### config.mk
export PLATFORM = sky130hd
export DESIGN_NAME = capture_tile
export DESIGN_NICKNAME = d
export VERILOG_FILES = /design/src/rtl/capture_tile.sv
export SDC_FILE = /design/constraint.sdc
export NUM_CORES = 1
export LEC_CHECK = 0
export ABC_AREA = 1
export CORE_ASPECT_RATIO = 1.2
export CORE_UTILIZATION = 30
export DETAILED_ROUTE_END_ITERATION = 10
export PLACE_DENSITY_LB_ADDON = 0.25
export SETUP_SLACK_MARGIN = 0.5
export SLEW_MARGIN = 20
export SYNTH_ARGS = -nofsm -noshare
export SYNTH_HDL_FRONTEND = slang
export SYNTH_SLANG_ARGS = --single-unit
### constraint.sdc
create_clock -name clk -period 9.3 [get_ports clk]
set_clock_uncertainty 0.1 [all_clocks]
set_input_delay 1.86 -clock clk [delete_from_list [all_inputs] [get_ports clk]]
set_output_delay 1.86 -clock clk [all_outputs]
set_load 0.005 [all_outputs]
### src/rtl/capture_tile.sv
`default_nettype none
// ============================================================================
//  Module      : capture_tile
//  Description : Copies the TILE_W x TILE_H background region under a sprite
//                from the framebuffer into a row-major tile buffer so it can
//                be restored once the sprite moves away.
//  Revision    : 1.0  initial release
// ============================================================================
module capture_tile #(
    parameter int TILE_W   = 20,
    parameter int TILE_H   = 20,
    parameter int SCREEN_W = 160,
    parameter int SCREEN_H = 120
) (
    input  logic        clk,
    input  logic        resetn,
    input  logic        start,
    input  logic [7:0]  origin_x,
    input  logic [6:0]  origin_y,
    output logic [14:0] fb_addr,
    input  logic [8:0]  fb_q,
    output logic [8:0]  buf_addr,
    output logic [8:0]  buf_data,
    output logic        buf_wren,
    output logic        busy,
    output logic        done
);

    localparam int c_NPIX = TILE_W * TILE_H;
    localparam int c_CW   = $clog2(TILE_W);
    localparam int c_RW   = $clog2(TILE_H);

    typedef enum logic [1:0] {
        S_IDLE  = 2'd0,
        S_READ  = 2'd1,
        S_DRAIN = 2'd2
    } state_t;

    state_t            r_state;
    logic [7:0]        r_ox;
    logic [6:0]        r_oy;
    logic [c_CW-1:0]   r_cx;
    logic [c_RW-1:0]   r_cy;
    logic [8:0]        r_k;
    logic [1:0]        r_drain;
    // stage-1 side information travelling alongside fb_addr
    logic              r_v1;
    logic [8:0]        r_k1;
    logic              r_clip1;

    logic [7:0]        w_ox;
    logic [6:0]        w_oy;
    logic [8:0]        w_px;
    logic [8:0]        w_py;
    logic              w_clip;
    logic [14:0]       w_lin;
    logic              w_issue;
    logic              w_last;
    logic              w_row_end;

    // Pixel 0 is issued on the accepting edge itself, so the origin comes
    // straight from the ports while idle and from the latched copy afterwards.
    always_comb begin
        w_ox      = (r_state == S_IDLE) ? origin_x : r_ox;
        w_oy      = (r_state == S_IDLE) ? origin_y : r_oy;
        w_px      = {1'b0, w_ox} + 9'(r_cx);
        w_py      = {2'b0, w_oy} + 9'(r_cy);
        w_clip    = (w_px >= 9'(SCREEN_W)) || (w_py >= 9'(SCREEN_H));
        w_lin     = 15'(w_py) * 15'(SCREEN_W) + 15'(w_px);
        w_issue   = ((r_state == S_IDLE) && start) || (r_state == S_READ);
        w_last    = (r_k == 9'(c_NPIX - 1));
        w_row_end = (r_cx == c_CW'(TILE_W - 1));
    end

    // Control FSM, read-address issue (stage 1) and buffer write (stage 2).
    always_ff @(posedge clk) begin
        if (!resetn) begin
            r_state  <= S_IDLE;
            r_ox     <= '0;
            r_oy     <= '0;
            r_cx     <= '0;
            r_cy     <= '0;
            r_k      <= '0;
            r_drain  <= '0;
            r_v1     <= 1'b0;
            r_k1     <= '0;
            r_clip1  <= 1'b0;
            fb_addr  <= '0;
            buf_addr <= '0;
            buf_data <= '0;
            buf_wren <= 1'b0;
            busy     <= 1'b0;
            done     <= 1'b0;
        end else begin
            // stage 2: fb_q belongs to the address registered last edge
            buf_wren <= r_v1;
            if (r_v1) begin
                buf_addr <= r_k1;
                buf_data <= r_clip1 ? 9'h000 : fb_q;
            end

            r_v1 <= 1'b0;
            done <= 1'b0;

            // stage 1: present one pixel address per cycle
            if (w_issue) begin
                fb_addr <= w_clip ? 15'd0 : w_lin;
                r_k1    <= r_k;
                r_clip1 <= w_clip;
                r_v1    <= 1'b1;
                if (w_last) begin
                    r_cx <= '0;
                    r_cy <= '0;
                    r_k  <= '0;
                end else begin
                    r_k <= r_k + 9'd1;
                    if (w_row_end) begin
                        r_cx <= '0;
                        r_cy <= r_cy + 1'b1;
                    end else begin
                        r_cx <= r_cx + 1'b1;
                    end
                end
            end

            case (r_state)
                S_IDLE: begin
                    if (start) begin
                        r_ox    <= origin_x;
                        r_oy    <= origin_y;
                        busy    <= 1'b1;
                        r_state <= S_READ;
                    end
                end
                S_READ: begin
                    if (w_last) begin
                        r_drain <= '0;
                        r_state <= S_DRAIN;
                    end
                end
                S_DRAIN: begin
                    // the final write lands while draining; finish two edges later
                    if (r_drain == 2'd2) begin
                        busy    <= 1'b0;
                        done    <= 1'b1;
                        r_state <= S_IDLE;
                    end else begin
                        r_drain <= r_drain + 2'd1;
                    end
                end
                default: r_state <= S_IDLE;
            endcase
        end
    end

endmodule
`default_nettype wire

==> insert_results.sql, run 1 <==
INSERT INTO impl_metrics (metric_group, metric, value, unit) VALUES
('worst_hold_path', 'hold_path_class', 'reg2reg', ''),
('detailed_routing', 'postRouteWirelength', '9.85', 'mm'),
('synth', 'netlist_top_cells_count', 'nand2_1 (164), dfxtp_1 (85), a21oi_1 (72), inv_1 (53), nor2_1 (42)', ''),
('placed_design', 'count_of_input_and_output_buffers', '62', ''),
('worst_setup_path', 'timing.critical_path.from', 'origin_y[0]', ''),
('synth', 'synth_edf_count', '0', ''),
('timing', 'post-route-period-util', '57.5', '%'),
('floorplanning', 'placeable_core_region', '14400', 'sq um'),
('clocking', 'cts_num_sinks', '85', ''),
('detailed_routing', 'drt_drc_violations_left', '0', ''),
('placed_design', 'final_gp_congestion', '0.853', ''),
('worst_setup_path', 'worstPathArrival', '5.45', 'ns'),
('synth', 'synthMostInstantiatedCell', 'nand2_1', ''),
('pwr', 'ir_worst_vdd', '74.2', 'uV'),
('synth', 'synth_warnings', '0', ''),
('synth', 'syn_inst', '599', ''),
('finish', 'count_of_non_filler_cells_in_the_finished_layout', '834', ''),
('global_routing', 'number_of_antenna_violations_at_the_first_check_in_global_routing', '0', ''),
('floorplanning', 'die_w', '112', 'microns'),
('finish', 'post_route_cells_drive_above_1_share', '7.44', '%'),
('synth', 'yosysTopAreaCellShare', '38.7', '%'),
('pwr', 'total_leakage_power', '2.30', 'nW'),
('floorplanning', 'initial_utilization', '30.6', '%'),
('floorplanning', 'die-height', '135', 'microns'),
('synth', 'synth_ff_type', 'dfxtp_1', ''),
('timing', 'finalSetupViolCount', '0', ''),
('flow_run', 'drv_cap', '0', ''),
('worst_setup_path', 'critPathRequiredTime', '9.40', 'ns'),
('floorplanning', 'fp.dieArea', '15100', 'sq um'),
('worst_setup_path', 'setup.worst_path.end_class', 'flop', ''),
('status', 'status', 'complete, no violations', ''),
('clocking', 'worst_skew_pair_later_pin_latency', '0.34', 'ns'),
('synth', 'synth.lib_cells_used.distinct', '38', ''),
('clocking', 'post_cts_resized', '0', ''),
('synth', 'yosys_register_bits', '85', ''),
('synth', 'post_synth_top_area_cell', 'dfxtp_1', ''),
('timing', 'grt_setup_unrepaired', 'no', ''),
('timing', 'maxSlewViolCount', '0', ''),
('finish', 'design.final.nets', '714', ''),
('clocking', 'tritoncts_clock_tree', 'built', ''),
('floorplanning', 'num_io_pins', '63', ''),
('worst_setup_path', 'path_class', 'in2reg', ''),
('global_routing', 'first_global_vias', '3708', ''),
('detailed_routing', 'drt-initial-drc-count', '134', ''),
('finish', 'share_of_the_core_filled_with_cells', '37.9', '%'),
('clocking', 'cts.repair_timing.setup_buffer_count', '0', ''),
('placed_design', 'place_inst', '818', ''),
('synth', 'synth_seq_area_share', '38.7', '%'),
('timing', 'clock.fmax', '187', 'MHz'),
('finish', 'diodes', '0', ''),
('timing', 'layout_min_cycle_time', '5.34', 'ns'),
('clocking', 'depth_of_the_cts_h_tree', '3', ''),
('detailed_routing', 'drt_first_pass_iters', '4', ''),
('clocking', 'cts_hold_buffers', '0', ''),
('global_routing', 'grt.overflow.total', '0', ''),
('finish', 'area_growth_syn_to_layout', '23.7', '%'),
('detailed_routing', 'via_count_of_the_routed_design', '3865', ''),
('pwr', 'power_per_cell_area', '174', 'nW/um^2'),
('global_routing', 'grt_use_total', '14.0', '%'),
('synth', 'share_of_synthesized_flip_flops_with_an_asynchronous_set_or_reset', '0', '%'),
('clocking', 'cts_inserted_buffers', '9', ''),
('timing', 'max_slew_headroom', '46.8', '%'),
('synth', 'synthesis.area_per_instance', '7.34', 'sq um'),
('global_routing', 'grt_pass1_wl', '17.1', 'mm'),
('synth', 'netlist_top_cells_area', 'dfxtp_1 (39%), nand2_1 (14%), ha_1 (8.3%), a21oi_1 (8.2%), inv_1 (4.5%)', ''),
('synth', 'post_synth_instance_area', '4390', 'sq um'),
('worst_setup_path', 'worst_path_maximum_fanout', '4', ''),
('clocking', 'cts_root_buf', 'clkbuf_16', ''),
('global_routing', 'pin_count_of_the_biggest_net_entering_global_routing', '37', ''),
('pwr', 'fin_total_pwr', '0.000943', 'W'),
('timing', 'setup-tns-final', '0', 'ns');
## cells by family after synthesis
family                   share of synthesized area (%)
buffers and inverters                             7.20
AO/OA/AOI/OAI                                     15.2
flip-flops                                        38.7
AND/OR/NAND/NOR                                   26.4
XOR/XNOR                                          2.39
adder cells (fa/ha/maj)                           10.1
## state kept, by name, indices dropped and copies added (netlist names), 2 cells and up
| signal | cells |
|---|---|
| fb_addr | 15 |
| buf_addr | 9 |
| buf_data | 9 |
| r_k1 | 9 |
| r_k | 9 |
| r_ox | 8 |
| r_oy | 7 |
| r_cx | 5 |
| r_cy | 5 |
| r_drain | 2 |
| r_state | 2 |
## routing by layer
metal	vias to the layer above	routed length [microns]	GRT usage, %
met5	-	0	0
met4	0	135	4.37
met3	8	405	3.10
met1	1707	4690	17.3
met2	78	4620	24.1
li1	2072	-	-
## path summary, 6_finish.rpt
path | cells after the start | to | slack (ns)
worst max-delay path | 22 | fb_addr[14] | 3.96
worst min-delay path | 2 | r_k1[6] | 0.35
worst max register to register | 23 | fb_addr[14] | 4.92
worst min register to register | 2 | r_k1[6] | 0.35
## through the flow
| stage | hold slack, ns | worst slack [ns] | instance area, sq um |
|---|---|---|---|
| 2_1_floorplan | 0.328 | 4.42 | 4390 |
| 3_3_place_gp | 0.350 | 3.72 | 5150 |
| 3_5_place_dp | 0.347 | 3.59 | 5150 |
| 4_1_cts | 0.357 | 3.94 | 5440 |
| 5_1_grt | 0.380 | 3.60 | 5440 |
| 6_report | 0.354 | 3.96 | 5440 |
## power by group
part / switching (W) / internal (W)
clock network: 0.000153 / 0.000184
registers: 0.0000150 / 0.000390
logic: 0.000112 / 0.0000898
## cell usage in the layout (no fill, tap or decap), types with 2 or more instances in the layout
master / instances
nor4_1: 2
nor2_4: 3
nor2_1: 42
xnor2_1: 6
nand3_1: 30
clkinv_1: 2
fa_1: 4
ha_1: 29
o21ai_0: 27
clkinv_2: 2
nand4_1: 4
clkdlybuf4s50_1: 62
nand2_1: 164
nand3b_1: 2
a21oi_2: 5
nand2_2: 2
clkinvlp_4: 2
dfxtp_1: 85
nand3_2: 4
a211oi_1: 7
xor2_1: 6
clkinv_4: 2
o21ai_2: 4
nor3_1: 6
clkbuf_16: 9
inv_1: 53
a21oi_1: 72
inv_2: 5
or2_2: 5
## final cells by class
type,count,area [sq um]
clock inverter,7,57.6
sequential,85,1700
timing repair buffer,63,628
clock buffer,9,225
multi-input combinational,434,2380
fill,1490,8920
inverter,61,230
tap,175,219
## worst max-delay path: stages
cell and delay, ns:
clkdlybuf4s50_1 0.47, nand2_1 0.05, nand2_1 0.10, ha_1 0.18
inv_1 0.07, fa_1 0.41, inv_1 0.08, nand3_1 0.06
nand2_1 0.08, nand2_1 0.06, nand2_1 0.10, inv_1 0.07
ha_1 0.34, fa_1 0.57, a21boi_0 0.22, nand2_1 0.12
nor3_1 0.23, inv_1 0.11, nor2_1 0.11, nand2_1 0.06
nand3_1 0.07, a21oi_1 0.06
No activity file was read; power rests on OpenSTA's default activity.
==> inputs of run 2 (changes only) <==
==> constraint.sdc (replaced) <==
create_clock -name clk -period 4.7 [get_ports clk]
set_clock_uncertainty 0.1 [all_clocks]
set_input_delay 0.94 -clock clk [delete_from_list [all_inputs] [get_ports clk]]
set_output_delay 0.94 -clock clk [all_outputs]
set_load 0.005 [all_outputs]
==> run 2 against run 1 <==
Net effect: clock-buffer cell count unchanged; final cell count increased by 1.6%; sequential power up 98%; worst setup slack worse by 3.3 ns; die area unchanged; critical path depth is 3 lower; utilization rose by 2.3 points; via count rose by 3.0%; sequential share of layout area decreased by 1.8 points; critical path type unchanged; largest power group is now the clock network.
==> insert_results.sql, run 2 (same netlist as run 1, synthesis figures left out) <==
INSERT INTO impl_metrics (metric_group, metric, value, unit) VALUES
('finish', 'top_register', 'fb_addr', ''),
('pwr', 'total_leakage_power', '2.40', 'nW'),
('clocking', 'cts_num_sinks', '85', ''),
('detailed_routing', 'drt-initial-drc-count', '174', ''),
('worst_setup_path', 'critPathRequiredTime', '4.81', 'ns'),
('worst_setup_path', 'worst_path_maximum_fanout', '3', ''),
('clocking', 'clk_transition_reported_paths', '0.07', 'ns'),
('finish', 'max_reg_flops', '15', ''),
('timing', 'setup-tns-final', '0', 'ns'),
('finish', 'diodes', '0', ''),
('detailed_routing', 'wire_per_inst', '12.5', 'microns'),
('floorplanning', 'placeable_core_region', '14400', 'sq um'),
('clocking', 'cts.path.max_buffers', '2', ''),
('flow_run', 'drv_cap', '0', ''),
('worst_setup_path', 'worstPathArrival', '4.16', 'ns'),
('finish', 'design.final.nets', '727', ''),
('finish', 'post_route_cells_drive_above_1_share', '13.1', '%'),
('placed_design', 'place_inst', '824', ''),
('pwr', 'ir_worst_vdd', '156', 'uV'),
('floorplanning', 'die-height', '135', 'microns'),
('placed_design', 'final_gp_congestion', '0.817', ''),
('detailed_routing', 'drt_first_pass_iters', '4', ''),
('worst_hold_path', 'hold_path_class', 'reg2reg', ''),
('placed_design', 'pre_cts_worst_setup_slack', '-0.0475', 'ns'),
('timing', 'worstMarginPinSlew', '0.550', 'ns'),
('timing', 'clock.fmax', '247', 'MHz'),
('finish', 'layout.cells.most_common', 'nand2_1', ''),
('finish', 'final_cell_mix', 'nand2_1 (160), dfxtp_1 (85), a21oi_1 (70), clkdlybuf4s50_1 (61), inv_1 (50)', ''),
('floorplanning', 'die_w', '112', 'microns'),
('timing', 'post-route-period-util', '86.1', '%'),
('clocking', 'worst_skew_pair_later_pin_latency', '0.34', 'ns'),
('detailed_routing', 'drt_drc_violations_left', '0', ''),
('global_routing', 'number_of_antenna_violations_at_the_first_check_in_global_routing', '0', ''),
('global_routing', 'pin_count_of_the_biggest_net_entering_global_routing', '35', ''),
('detailed_routing', 'viasPerCell', '4.70', ''),
('worst_setup_path', 'setup_slack_reg_to_reg', '0.98', 'ns'),
('detailed_routing', 'postRouteWirelength', '10.6', 'mm'),
('global_routing', 'grt_use_total', '14.2', '%'),
('floorplanning', 'cell_row_count', '48', ''),
('global_routing', 'grt.overflow.total', '0', ''),
('floorplanning', 'num_io_pins', '63', ''),
('timing', 'grt_setup_unrepaired', 'no', ''),
('detailed_routing', 'via_count_of_the_routed_design', '3980', ''),
('timing', 'postLayoutSetupSlackWorst', '0.656', 'ns'),
('floorplanning', 'initial_utilization', '30.6', '%'),
('worst_setup_path', 'path_class', 'in2reg', ''),
('clocking', 'depth_of_the_cts_h_tree', '3', ''),
('timing', 'layout_min_cycle_time', '4.04', 'ns'),
('placed_design', 'dp_hpwl', '7.75', 'mm'),
('global_routing', 'first_global_vias', '3727', ''),
('pwr', 'power_per_cell_area', '363', 'nW/um^2'),
('timing', 'hold_violations', '0', ''),
('worst_setup_path', 'crit_path_start_kind', 'input pin', ''),
('global_routing', 'grt_pass1_wl', '17.3', 'mm'),
('status', 'status', 'complete, no violations', ''),
('finish', 'area_growth_syn_to_layout', '31.1', '%'),
('placed_design', 'count_of_input_and_output_buffers', '62', ''),
('detailed_routing', 'postRouteAntennaNets', '0', ''),
('finish', 'count_of_non_filler_cells_in_the_finished_layout', '847', ''),
('worst_setup_path', 'setup.worst_path.end_class', 'flop', ''),
('floorplanning', 'fp.dieArea', '15100', 'sq um'),
('clocking', 'cts_inserted_buffers', '9', ''),
('timing', 'maxSlewViolCount', '0', ''),
('timing', 'max_slew_headroom', '63.1', '%'),
('clocking', 'tritoncts_clock_tree', 'built', ''),
('timing', 'finalSetupViolCount', '0', ''),
('clocking', 'cts_root_buf', 'clkbuf_16', ''),
('finish', 'share_of_the_core_filled_with_cells', '40.1', '%');
==> run 2: cell count changes in the layout (fill, tap and decap cells not counted), sizes merged <==
cell | before | now
buf | 1 | 14
bufinv | 0 | 3
clkinv | 6 | 3
clkinvlp | 2 | 1
clkdlybuf4s50 | 62 | 61
dlymetal6s2s | 0 | 1
inv | 60 | 61
==> run 2: final cells by class <==
type / instances / area (sq um)
fillers: 1469 / 8590
multi-input cells: 434 / 2530
flip-flops and latches: 85 / 1700
repair buffers: 76 / 728
inverters: 61 / 230
clock buffers: 9 / 225
well taps: 175 / 219
clock inverters: 7 / 126
==> run 2: where the power goes <==
group | internal, W | switching (W) | total (W)
logic | 0.000210 | 0.000243 | 0.000452
clock network | 0.000527 | 0.000310 | 0.000837
registers | 0.000772 | 0.0000311 | 0.000803
total | 0.00151 | 0.000584 | 0.00209
==> run 2: per-layer routing <==
| metal | vias to the layer above | global-route usage, % | part of all wire (%) |
|---|---|---|---|
| li1 | 2095 | - | - |
| met1 | 1803 | 17.3 | 47 |
| met2 | 65 | 24.3 | 48 |
| met3 | 17 | 2.51 | 3.1 |
| met4 | 0 | 6.37 | 2.0 |
| met5 | - | 0 | 0 |
==> run 2: metrics by stage <==
stage	hold WS, ns	cell area [sq um]	power, W
after floorplan	0.328	4390	0.00108
final	0.360	5760	0.00209
after global routing	0.378	5760	0.00221
after detailed placement	0.353	5200	0.00123
after CTS	0.363	5590	0.00209
after global placement	0.351	5200	0.00122
==> run 2: final timing paths <==
kind,start,to,cells past startpoint
setup / recovery,origin_y[2],fb_addr[14],19
hold / removal,r_k1[8],buf_addr[8],2
hold reg to reg,r_k1[8],buf_addr[8],2
setup reg to reg,r_state[0],fb_addr[14],26
==> run 2: worst max-delay path, cell delays in order <==
cell             delay, ns
clkdlybuf4s50_1       0.49
nand2_1               0.07
nand2_2               0.09
ha_4                  0.22
a21oi_4               0.15
nand2_1               0.09
xnor2_1               0.17
inv_1                 0.12
ha_4                  0.27
ha_4                  0.16
fa_2                  0.56
a21boi_2              0.16
nand2_1               0.09
nor3_2                0.21
inv_1                 0.09
nor2_1                0.10
nand2_1               0.06
nand3_1               0.06
a21oi_1               0.06
==> run 2: what timing repair did <==
action / CTS / global route
hold buffers: 0 / 0
buffers inserted: 0 / 7
pin swaps: 1 / 15
resized for setup: 10 / 24
endpoints found under the setup margin: 2 / 5
